[src/rtl/uart_echo_tester.sv]
// Host-side "echo +1" link tester: streams SEED+n bytes through a uart core, checks every
// echo equals the sent byte plus one inside a bounded outstanding window, and flags errors or silence.
module uart_echo_tester #(
    parameter int unsigned NUM_BYTES       = 256,
    parameter int unsigned MAX_OUTSTANDING = 8,
    parameter int unsigned TIMEOUT_CYCLES  = 2700000,
    parameter logic [7:0]  SEED            = 8'h00
) (
    input  logic       sys_clk,
    input  logic       sys_rst_n,
    input  logic       start,
    output logic       uart_transmit,
    output logic [7:0] uart_tx_byte,
    input  logic       uart_is_transmitting,
    input  logic       uart_received,
    input  logic [7:0] uart_rx_byte,
    input  logic       uart_recv_error,
    output logic       busy,
    output logic       done,
    output logic       pass,
    output logic       timeout,
    output logic [7:0] err_count
);

    typedef enum logic [1:0] {S_IDLE = 2'd0, S_RUN = 2'd1, S_DONE = 2'd2} topState_t;
    typedef enum logic [1:0] {T_IDLE = 2'd0, T_PULSE = 2'd1, T_WAITHI = 2'd2, T_WAITLO = 2'd3} txState_t;

    localparam int unsigned CW = $clog2(NUM_BYTES + 1);
    localparam int unsigned TW = $clog2(TIMEOUT_CYCLES + 1);
    // The window compare is widened so MAX_OUTSTANDING is never truncated by a narrow counter.
    localparam int unsigned OW = (CW > 5) ? CW : 5;
    localparam logic [CW-1:0] NUM_C   = CW'(NUM_BYTES);
    localparam logic [CW-1:0] ONE_C   = CW'(1);
    localparam logic [OW-1:0] MAXO_C  = OW'(MAX_OUTSTANDING);
    localparam logic [TW-1:0] TLAST_C = TW'(TIMEOUT_CYCLES - 1);
    localparam logic [TW-1:0] TONE_C  = TW'(1);

    topState_t     topState_r;
    txState_t      txState_r;
    logic [CW-1:0] sent_r;
    logic [CW-1:0] checked_r;
    logic [CW-1:0] outstanding_s;
    logic [CW-1:0] checkedNext_s;
    logic [OW-1:0] outWide_s;
    logic [TW-1:0] tmoCnt_r;
    logic [7:0]    errNext_s;
    logic [7:0]    expected_s;
    logic [7:0]    sentLow_s;
    logic [7:0]    checkedLow_s;
    logic          rxEvent_s;
    logic          rxBad_s;
    logic          tmoClear_s;
    logic          tmoExpire_s;
    logic          launch_s;

    function automatic logic [7:0] satInc8(input logic [7:0] v);
        if (v == 8'hFF) begin
            return 8'hFF;
        end else begin
            return v + 8'd1;
        end
    endfunction

    // Derived counts, rx event qualification and the launch / abort conditions
    always_comb begin
        outstanding_s = sent_r - checked_r;
        outWide_s     = OW'(outstanding_s);
        sentLow_s     = 8'(sent_r);
        checkedLow_s  = 8'(checked_r);
        expected_s    = SEED + checkedLow_s + 8'd1;
        rxEvent_s     = (topState_r == S_RUN) && (uart_received || uart_recv_error);
        rxBad_s       = uart_recv_error || (uart_rx_byte != expected_s);
        tmoClear_s    = uart_transmit || rxEvent_s || (outstanding_s == '0);
        tmoExpire_s   = (topState_r == S_RUN) && !tmoClear_s && (tmoCnt_r == TLAST_C);
        launch_s      = (topState_r == S_RUN) && (txState_r == T_IDLE) && (sent_r < NUM_C) &&
                        (outWide_s < MAXO_C) && !uart_is_transmitting && !tmoExpire_s;
    end

    // Next check count and error count; a byte with no send pending is an error but not a check
    always_comb begin
        checkedNext_s = checked_r;
        errNext_s     = err_count;
        if (rxEvent_s) begin
            if (outstanding_s != '0) begin
                checkedNext_s = checked_r + ONE_C;
                if (rxBad_s) begin
                    errNext_s = satInc8(err_count);
                end else begin
                    errNext_s = err_count;
                end
            end else begin
                errNext_s = satInc8(err_count);
            end
        end else begin
            checkedNext_s = checked_r;
        end
    end

    // Run control, transmit sequencing, echo checking and the silence watchdog
    always_ff @(posedge sys_clk or negedge sys_rst_n) begin
        if (!sys_rst_n) begin
            topState_r    <= S_IDLE;
            txState_r     <= T_IDLE;
            sent_r        <= '0;
            checked_r     <= '0;
            tmoCnt_r      <= '0;
            uart_transmit <= 1'b0;
            uart_tx_byte  <= 8'h00;
            busy          <= 1'b0;
            done          <= 1'b0;
            pass          <= 1'b0;
            timeout       <= 1'b0;
            err_count     <= 8'h00;
        end else begin
            uart_transmit <= 1'b0;
            case (topState_r)
                S_IDLE, S_DONE: begin
                    txState_r <= T_IDLE;
                    if (start) begin
                        topState_r <= S_RUN;
                        sent_r     <= '0;
                        checked_r  <= '0;
                        tmoCnt_r   <= '0;
                        err_count  <= 8'h00;
                        timeout    <= 1'b0;
                        done       <= 1'b0;
                        pass       <= 1'b0;
                        busy       <= 1'b1;
                    end
                end
                S_RUN: begin
                    case (txState_r)
                        T_IDLE: begin
                            if (launch_s) begin
                                txState_r     <= T_PULSE;
                                uart_transmit <= 1'b1;
                                uart_tx_byte  <= SEED + sentLow_s;
                                sent_r        <= sent_r + ONE_C;
                            end
                        end
                        T_PULSE:  txState_r <= T_WAITHI;
                        T_WAITHI: if (uart_is_transmitting) txState_r <= T_WAITLO;
                        T_WAITLO: if (!uart_is_transmitting) txState_r <= T_IDLE;
                        default:  txState_r <= T_IDLE;
                    endcase
                    checked_r <= checkedNext_s;
                    err_count <= errNext_s;
                    if (tmoClear_s) begin
                        tmoCnt_r <= '0;
                    end else begin
                        tmoCnt_r <= tmoCnt_r + TONE_C;
                    end
                    if (checkedNext_s == NUM_C) begin
                        topState_r <= S_DONE;
                        txState_r  <= T_IDLE;
                        busy       <= 1'b0;
                        done       <= 1'b1;
                        pass       <= (errNext_s == 8'h00);
                    end else if (tmoExpire_s) begin
                        topState_r <= S_DONE;
                        txState_r  <= T_IDLE;
                        busy       <= 1'b0;
                        done       <= 1'b1;
                        timeout    <= 1'b1;
                        pass       <= 1'b0;
                    end
                end
                default: topState_r <= S_IDLE;
            endcase
        end
    end

endmodule

[config.mk]
export PLATFORM = sky130hd
export DESIGN_NAME = uart_echo_tester
export DESIGN_NICKNAME = d
export VERILOG_FILES = /design/src/rtl/uart_echo_tester.sv
export SDC_FILE = /design/constraint.sdc
export NUM_CORES = 1
export LEC_CHECK = 0
export ABC_AREA = 1
export CORE_MARGIN = 2
export CORE_UTILIZATION = 59
export DETAILED_ROUTE_END_ITERATION = 8
export GPL_TIMING_DRIVEN = 1
export PLACE_DENSITY = 0.87
export SLEW_MARGIN = 0
export SYNTH_ARGS = -nofsm -noshare
export SYNTH_HDL_FRONTEND = slang
export SYNTH_SLANG_ARGS = --single-unit
export TNS_END_PERCENT = 100
[constraint.sdc]
create_clock -name sys_clk -period 2.9 [get_ports sys_clk]
set_input_delay 0.29 -clock sys_clk [delete_from_list [all_inputs] [get_ports sys_clk]]
set_output_delay 0.29 -clock sys_clk [all_outputs]
set_load 0.01 [all_outputs]
---- Word-level counts from Yosys, hierarchy flattened ----
Index checks and enable logic that the tools add are counted.
storage, ports and cells
  input port bits ......................... 14
  register bits ........................... 65
  output and inout bits ................... 21
  word-level logic and storage cells ...... 109
operators by class
  multiplexer cells ....................... 42
  $add $sub $neg .......................... 6
  reductions and logical operators ........ 29
  order comparisons ....................... 2
  eq/ne operators ......................... 18
operator list
  operator                 count
  $mux W9                  5
  $mux W22                 2
  $pmux W22 S2             1
  $mux W8                  5
  $pmux W9 S2              2
  $add A22 B1 Y22 const B  1
  $eq A22 B22 Y1 const B   1
  $add A9 B1 Y9 const B    2
  $add A8 B1 Y8 const B    2
  $mux W2                  8
  $pmux W8 S2              1
  $reduce_and A4 Y1        3
  $mux W1                  11
  $ne A5 B5 Y1 const B     2
  $eq A9 B9 Y1 const B     1
  $logic_not A9 Y1         1
  $lt A9 B4 Y1 const B     1
  $lt A9 B9 Y1 const B     1
  $reduce_bool A9 Y1       1
  $sub A9 B9 Y9            1
  $eq A8 B8 Y1 const B     1
  $logic_and A1 B1 Y1      8
  $logic_not A8 Y1         1
  $ne A2 B2 Y1 const B     4
  other kinds (16)         31

---- Logic depth before layout (Yosys ltp) ----
Gate-level depths: netlist of run 1.
  depth after elaboration ................. 14
  mapped depth ............................ 22
  mapped depth without buffers ............ 22

---- Worst setup path before layout of run 1 ----
Ideal clock, no wire load.
  kind .................................... flip-flop to flip-flop
  from .................................... register checked_r[5]
  to ...................................... register busy
  path buffers ............................ 1
  required time ........................... 2.771 ns
  arrival ................................. 2.333 ns
  cell stages (with the launch flop) ...... 19
  path slack .............................. 0.438 ns
  cell sequence ........................... dfrtp_1 -> inv_1 -> ha_1 -> a21oi_1 -> o21a_1 -> nand2_1 -> nand2_1 -> nand2_2 -> nand3_4 -> buf_6 -> nand3_1 -> nand2_2 -> nand2_4 -> nor2_8 -> nand3_4 -> nand2_4 -> nand2_1 -> nand2_1 -> nand2_1
on the way
  longest elaborated chain between the ends .. 8
  elaborated cells on any way between the ends .. 15
  classes of those cells .................. add/sub (2); eq/ne (2); mux (4); reduce/logical (7)
ends and longest elaborated chain
  element                                                line  text
  start, declared                                        41    logic [CW-1:0] checked_r;
  start signal, assigned                                 146   checked_r <= checkedNext_s;
  branches (longest 8 deep; another with $sub A9 B9 Y9)  -
  end signal, assigned                                   109   busy <= 1'b0;
  end signal, assigned                                   128   busy <= 1'b1;
  end signal, assigned                                   156   busy <= 1'b0;
  end, declared                                          18    output logic busy,
Several ways; the timed one is not identified.
A chain may end at the register's enable or synchronous reset.

---- Final worst setup path of run 1 ----
  from .................................... register checked_r[1]
  to ...................................... register pass
on the way
  longest elaborated chain between the ends .. 9
  elaborated cells on any way between the ends .. 22
  classes of those cells .................. add/sub (3); eq/ne (3); mux (7); reduce/logical (9)
ends and longest elaborated chain
  element               line  text
  $add A8 B1 Y8         70    expected_s = SEED + checkedLow_s + 8'd1;
  $ne A8 B8 Y1          72    rxBad_s = uart_recv_error || (uart_rx_byte != expected_s);
  $logic_or A1 B1 Y1    72
  $mux W8               86    if (rxBad_s) begin
  $mux W8               84    if (outstanding_s != '0) begin
  $mux W8               83    if (rxEvent_s) begin
  $logic_not A8 Y1      158   pass <= (errNext_s == 8'h00);
  $mux W1               153   if (checkedNext_s == NUM_C) begin
  $pmux W1 S2           116   case (topState_r)
  end signal, assigned  158
  end, declared         20    output logic pass,
Parallel ways exist; a longest one is shown, timed or not.

==> metrics.yaml, run 1 <==
global_route:
  grt-ovfl-total: 0
  grt_start_max_net_pins: 46
  grt_pass1_vias: 4105
  grt_pass1_wl_um: 18520
  grt_usage: 0.2746
  antenna_found_initial: 0
placed_design:
  io_buffers: 34
  gp_congestion: 0.9001
  preCtsSetupSlack_ps: 41.18
  place_hpwl_um: 7914
  place.detailed.instances: 746
logic_synthesis:
  synth_edf_count: 0
  syn_area_um2: 4484
  syn_avg_cell_area_um2: 7.351
  synth-seq-cells: 65
  synth_top_area_cell: "dfrtp_1"
  ys_seq_area_frac: 0.3627
  syn_inst: 610
  synth_top_area_share: 0.3627
  synth_nets: 640
  ys_top_cells_by_area: "dfrtp_1 36%, nand2_1 12%, inv_1 7.5%"
  synth_flop_cell: "dfrtp_1"
  yosys_warnings: 0
  async_flop_share: 1.000
  ys_types: 43
power:
  leakage_nw: 2.648
  power_density_nw_per_um2: 762.7
  power_mw: 4.075
  worst_ir_drop_vdd_mv: 0.5162
setup_path:
  startpoint_type: "register"
  reg2reg_to: "pass"
  cpMostUsedCell: "nand2_1"
  reg2reg_depth: 18
  cp-end-kind: "register"
  worstPathCellList: "inv_2 -> ha_1 -> nand2_2 -> nand2_2 -> nand2_1 -> nand2_1 -> nand2_1 -> nand2_2 -> nand2_1 -> nor2_4 -> nand3_4 -> nand2_4 -> nand2_4 -> o21ai_1 -> nand2_1 -> nor2_1 -> nand4_1 -> nand2_1"
  cp_num_buf_inv: 1
  cp_top_family: "simple AND/OR/NAND/NOR gates"
  crit_fanout: 9
  crit-reg2reg-launch: "checked_r[1]"
  worstSetupPathType: "register to register"
  arrival_ps: 3010
  r2r_slack_ps: 180
  crit_path_end: "pass"
  cp.depth: 18
  worstPathRequired_ps: 3190
  startpoint: "checked_r[1]"
  cpPeakStageDelay_ps: 400
  critical_path.slowest_cell: "dfrtp_1"
sta:
  fin_ws_ps: 179.5
  setup_viol: 0
  layout_min_cycle_time_ps: 2720
  period_share: 0.9381
  tns_ps: 0
  slew_headroom: 0.3036
  final_hold_viol_count: 0
  tightestPinTransition_ps: 1045
  drv_slew: 0
  clock_skew_ps: 14.44
  fmax_mhz: 367.6
cts:
  cts_num_sinks: 65
  h-tree-depth: 3
  cts_buffers: 9
  clockBufferDepth: 2
  clockRootBuffer: "clkbuf_8"
  insertion_delay_ps: 360
  tritoncts: "done"
  cts.reportedPaths.clkPinSlew_ps: 80
final_layout:
  final_nets: 699
  synthToLayoutAreaGrowth_pct: 19.14
  fill_cells: 546
  final_common_cell: "nand2_1"
  final_cell_mix: "141 x nand2_1, 87 x inv_1, 62 x dfrtp_1, 61 x nor2_1, 52 x nand3_1"
  multi_input_area_um2: 2520
  n_antenna_cell: 0
  fin_util: 0.7327
  instances_no_fill: 773
  regArea_um2: 1630
  drive_above_1_share: 0.1409
floorplanning:
  rows: 31
  core_um2: 7292
  io_pins: 35
  initial_core_util: 0.6150
  dieArea_um2: 8314
  die_w_um: 91.18
  die_h_um: 91.18
drt:
  wl_per_cell_um: 14.48
  ant_nets: 0
  drt-total-wl_um: 11190
  drt_iter0_markers: 321
  firstDrtPassIters: 5
  drc: 0
  vias_per_cell: 5.633
  vias: 4354
run:
  maxCapViolations: 0
min_path:
  hold_class: "input pin to async pin"
run_status:
  status: "finished, final reports clean"
-- worst reg2reg max path, stage by stage (launching register included) --
cell and delay (ps):
dfrtp_1 400, inv_2 80, ha_1 330, nand2_2 80
nand2_2 90, nand2_1 70, nand2_1 80, nand2_1 60
nand2_2 80, nand2_1 90, nor2_4 150, nand3_4 160
nand2_4 170, nand2_4 100, o21ai_1 200, nand2_1 90
nor2_1 160, nand4_1 180, nand2_1 100
-- cell type report --
type,instances,share of cell area
clock inverters,7,0.01288
clock buffers,9,0.02319
inverters,94,0.06651
repair buffers,57,0.09742
well taps,99,0.02319
flip-flops and latches,65,0.3052
multi-input cells,442,0.4717
-- logic make-up after synthesis --
logic type,synth area share
AOI/OAI and AO/OA,0.07311
DFF,0.3627
and+or+nand+nor,0.3663
xor gates and xnor gates,0.03906
buffers and inverters,0.09375
muxes,0.02037
adders and majority gates,0.04464
-- worst min-delay path by stage --
stage,startpoint,endpoint,slack (ps),cells past startpoint
2_1_floorplan,sys_rst_n,busy,-6,0
3_3_place_gp,busy,busy,460,2
3_5_place_dp,done,done,480,2
4_1_cts,sys_rst_n,err_count[5],150,1
5_1_grt,sys_rst_n,err_count[5],200,1
6_report,sys_rst_n,err_count[5],120,1
-- state kept, by name, indices dropped and copies added, names as in the netlist --
register,flops
busy,1
checked_r,9
done,1
err_count,8
pass,1
sent_r,9
timeout,1
tmoCnt_r,22
topState_r,2
txState_r,2
uart_transmit,1
uart_tx_byte,8
-- Yosys cell counts (all sizes together) (4+ instances only) --
cell type,instances
o22ai,16
nor3,17
nand3b,4
ha,16
xnor2,6
o21ai,15
nand3,59
nor2,70
a21oi,17
clkbuf,5
dfrtp,65
buf,6
inv,92
xor2,14
nand2,159
mux2i,8
nor4,5
nand4,21
-- report_power, final --
group / leakage [nW] / internal [mW] / switching, mW
logic: 1.67 / 0.795 / 1.39
registers: 0.881 / 1.03 / 0.0953
clock network: 0.0954 / 0.395 / 0.374
-- stage by stage --
stage / hold WS, ps / area, um^2
after floorplan: -5.591 / 4484
after global placement: 457.0 / 4994
after detailed placement: 475.0 / 4994
after CTS: 149.0 / 5186
after global routing: 200.4 / 5343
final: 122.1 / 5343
-- routing by layer --
layer  part of all wire  track usage  wire, um
met1               0.44       0.3638      4922
met2               0.47       0.4444      5283
met3              0.064      0.05809       716
met4              0.024       0.1023       270
met5                  0            0         0
-- timing repair --
| action | 4_1_cts | 5_1_grt |
|---|---|---|
| hold buffers | 0 | 0 |
| setup endpoints to repair | 0 | 38 |
| resized for setup | 0 | 18 |
| hold endpoints to repair | 0 | 0 |
| setup buffers | 0 | 9 |
No activity file was read; power rests on OpenSTA's default activity.
==> run 2: changes to the inputs <==
- CTS_CLUSTER_SIZE: not set -> 8
- clock period: 2.9 -> 2.83 ns (I/O delays scaled with it)
==> run 2 against run 1 <==
Net effect: the run now ends with negative setup slack left; cell count is 1.3% higher; global-route usage is 0.86 points higher; fmax is 5.0% lower; cell area is 3.2% higher; combinational power is 11% higher; utilization is 2.4 points higher; critical path depth is 2 lower; register-to-register slack worse by 210 ps; die area stayed put; clock power is 14% higher.
==> metrics.yaml, run 2 (synthesis results as in run 1) <==
placed_design:
  preCtsSetupSlack_ps: -36.57  # was 41.18 ps
  gp_congestion: 0.8897  # was 0.9001
  place.detailed.instances: 748  # was 746
  dpl-instance-area_um2: 5009  # was 4994 um^2
  io_buffers: 34  # unchanged
  place_hpwl_um: 8001  # was 7914 um
drt:
  vias: 4533  # was 4354
  drt-total-wl_um: 12220  # was 11190 um
  ant_nets: 0  # unchanged
  drc: 0  # unchanged
  firstDrtPassIters: 5  # unchanged
  wl_per_cell_um: 15.60  # was 14.48 um
  drt_iter0_markers: 412  # was 321
  vias_per_cell: 5.789  # was 5.633
final_layout:
  instances_no_fill: 783  # was 773
  drive_above_1_share: 0.1784  # was 0.1409
  n_antenna_cell: 0  # unchanged
  largestRegisters: "tmoCnt_r x22, checked_r x9, sent_r x9"  # unchanged
  fin_util: 0.7563  # was 0.7327
  final_design_area_no_fill_um2: 5515  # was 5343 um^2
  largest-register: "tmoCnt_r"  # unchanged
  regArea_um2: 1633  # was 1630 um^2
  fill_cells: 507  # was 546
  synthToLayoutAreaGrowth_pct: 22.99  # was 19.14%
  largest_reg_flops: 22  # unchanged
  final_common_cell: "nand2_1"  # unchanged
  multi_input_area_um2: 2577  # was 2520 um^2
  final_nets: 710  # was 699
  final_cell_mix: "133 x nand2_1, 83 x inv_1, 60 x dfrtp_1, 59 x nor2_1, 52 x nand3_1"  # was 141 x nand2_1, 87 x inv_1, 62 x dfrtp_1, 61 x nor2_1, 52 x nand3_1
setup_path:
  crit_fanout: 14  # was 9
  startpoint_type: "register"  # unchanged
  cp-end-kind: "register"  # unchanged
  arrival_ps: 3080  # was 3010 ps
  worstPathRequired_ps: 3050  # was 3190 ps
  worstSetupPathType: "register to register"  # unchanged
floorplanning:
  die_h_um: 91.18  # unchanged
  die_w_um: 91.18  # unchanged
  dieArea_um2: 8314  # unchanged
  io_pins: 35  # unchanged
  core_um2: 7292  # unchanged
  initial_core_util: 0.6150  # unchanged
  rows: 31  # unchanged
cts:
  cts_num_sinks: 65  # unchanged
  clockBufferDepth: 2  # unchanged
  cts_buffers: 9  # unchanged
  tritoncts: "done"  # unchanged
  cts.reportedPaths.clkPinSlew_ps: 70  # was 80 ps
  clockRootBuffer: "clkbuf_8"  # unchanged
  h-tree-depth: 3  # unchanged
  insertion_delay_ps: 350  # was 360 ps
power:
  power_density_nw_per_um2: 806.1  # was 762.7 nW/um^2
  power_mw: 4.446  # was 4.075 mW
  worst_ir_drop_vdd_mv: 0.5636  # was 0.5162 mV
  leakage_nw: 2.724  # was 2.648 nW
min_path:
  hold_class: "input pin to async pin"  # unchanged
sta:
  period_share: 1.012  # was 0.9381
  setup_viol: 1  # was 0
  drv_slew: 0  # unchanged
  tightestPinTransition_ps: 1114  # was 1045 ps
  tns_ps: -35.10  # was 0 ps
  fin_ws_ps: -35.10  # was 179.5 ps
  whs_ps: 145.0  # was 122.1 ps
  final_hold_viol_count: 0  # unchanged
  layout_min_cycle_time_ps: 2865  # was 2720 ps
  fmax_mhz: 349.0  # was 367.6 MHz
  clock_skew_ps: 7.850  # was 14.44 ps
  slew_headroom: 0.2571  # was 0.3036
global_route:
  grt_pass1_vias: 4115  # was 4105
  antenna_found_initial: 0  # unchanged
  grt_usage: 0.2832  # was 0.2746
  grt_start_max_net_pins: 49  # was 46
  grt_pass1_wl_um: 18940  # was 18520 um
  grt-ovfl-total: 0  # unchanged
run_status:
  violations: "negative setup slack"
  status: "finished with violations"  # was finished, final reports clean
run:
  maxCapViolations: 0  # unchanged
[run 2: changes by cell type in the layout (fill, tap and decap cells not counted), sizes merged]
cell,before,now
buf,24,36
clkbuf,9,12
clkinv,5,3
clkinvlp,2,0
bufinv,1,2
inv,93,92
nand3,60,59
[run 2: final cells by class]
cell class                      instances  share of cell area
Clock buffer                           12             0.02632
Clock inverter                          3             0.01180
Inverter                               94             0.06397
Multi-Input combinational cell        441              0.4673
Sequential cell                        65              0.2961
Tap cell                               99             0.02246
Timing Repair Buffer                   69              0.1121
[run 2: worst paths after layout]
path                                 start         endpoint  slack, ps  cells past startpoint
setup / recovery              checked_r[1]  uart_tx_byte[2]        -40                     16
hold / removal                   sys_rst_n  uart_tx_byte[0]        150                      1
setup reg to reg              checked_r[1]  uart_tx_byte[2]        -40                     16
hold reg to reg            uart_tx_byte[3]  uart_tx_byte[3]        490                      2
max in group asynchronous        sys_rst_n     tmoCnt_r[17]       1910                      2
min in group sys_clk       uart_tx_byte[3]  uart_tx_byte[3]        490                      2
[run 2: per-layer routing]
metal / vias to the layer above / track usage / wire (um)
li1: 2140 / - / -
met5: - / 0 / 0
met3: 34 / 0.04979 / 882
met1: 2150 / 0.3833 / 5167
met4: 0 / 0.1048 / 320
met2: 209 / 0.4568 / 5847
[run 2: power breakdown]
part	internal [mW]	leakage (nW)	switching [mW]
clock	0.515	0.106	0.358
combinational	0.894	1.74	1.53
sequential	1.05	0.878	0.0956
total	2.46	2.72	1.98
[run 2: worst max-delay path, stage by stage (launching register included)]
cell and delay [ps]:
dfrtp_1 420, inv_2 90, ha_4 290, nand2_2 80, nand2_1 150, nand3_2 100, nand2_1 80, nand2_1 80
nand2_2 110, nor2_4 50, nand3_4 150, nand3_2 150, inv_2 130, a31o_1 290, buf_12 190, mux2i_1 270
inv_1 100
[run 2: what timing repair did]
item	in CTS	in global routing
gates cloned	0	1
pin swaps	1	14
resized for setup	0	38
setup endpoints to repair	6	31
hold buffers	0	0
setup buffers	2	17
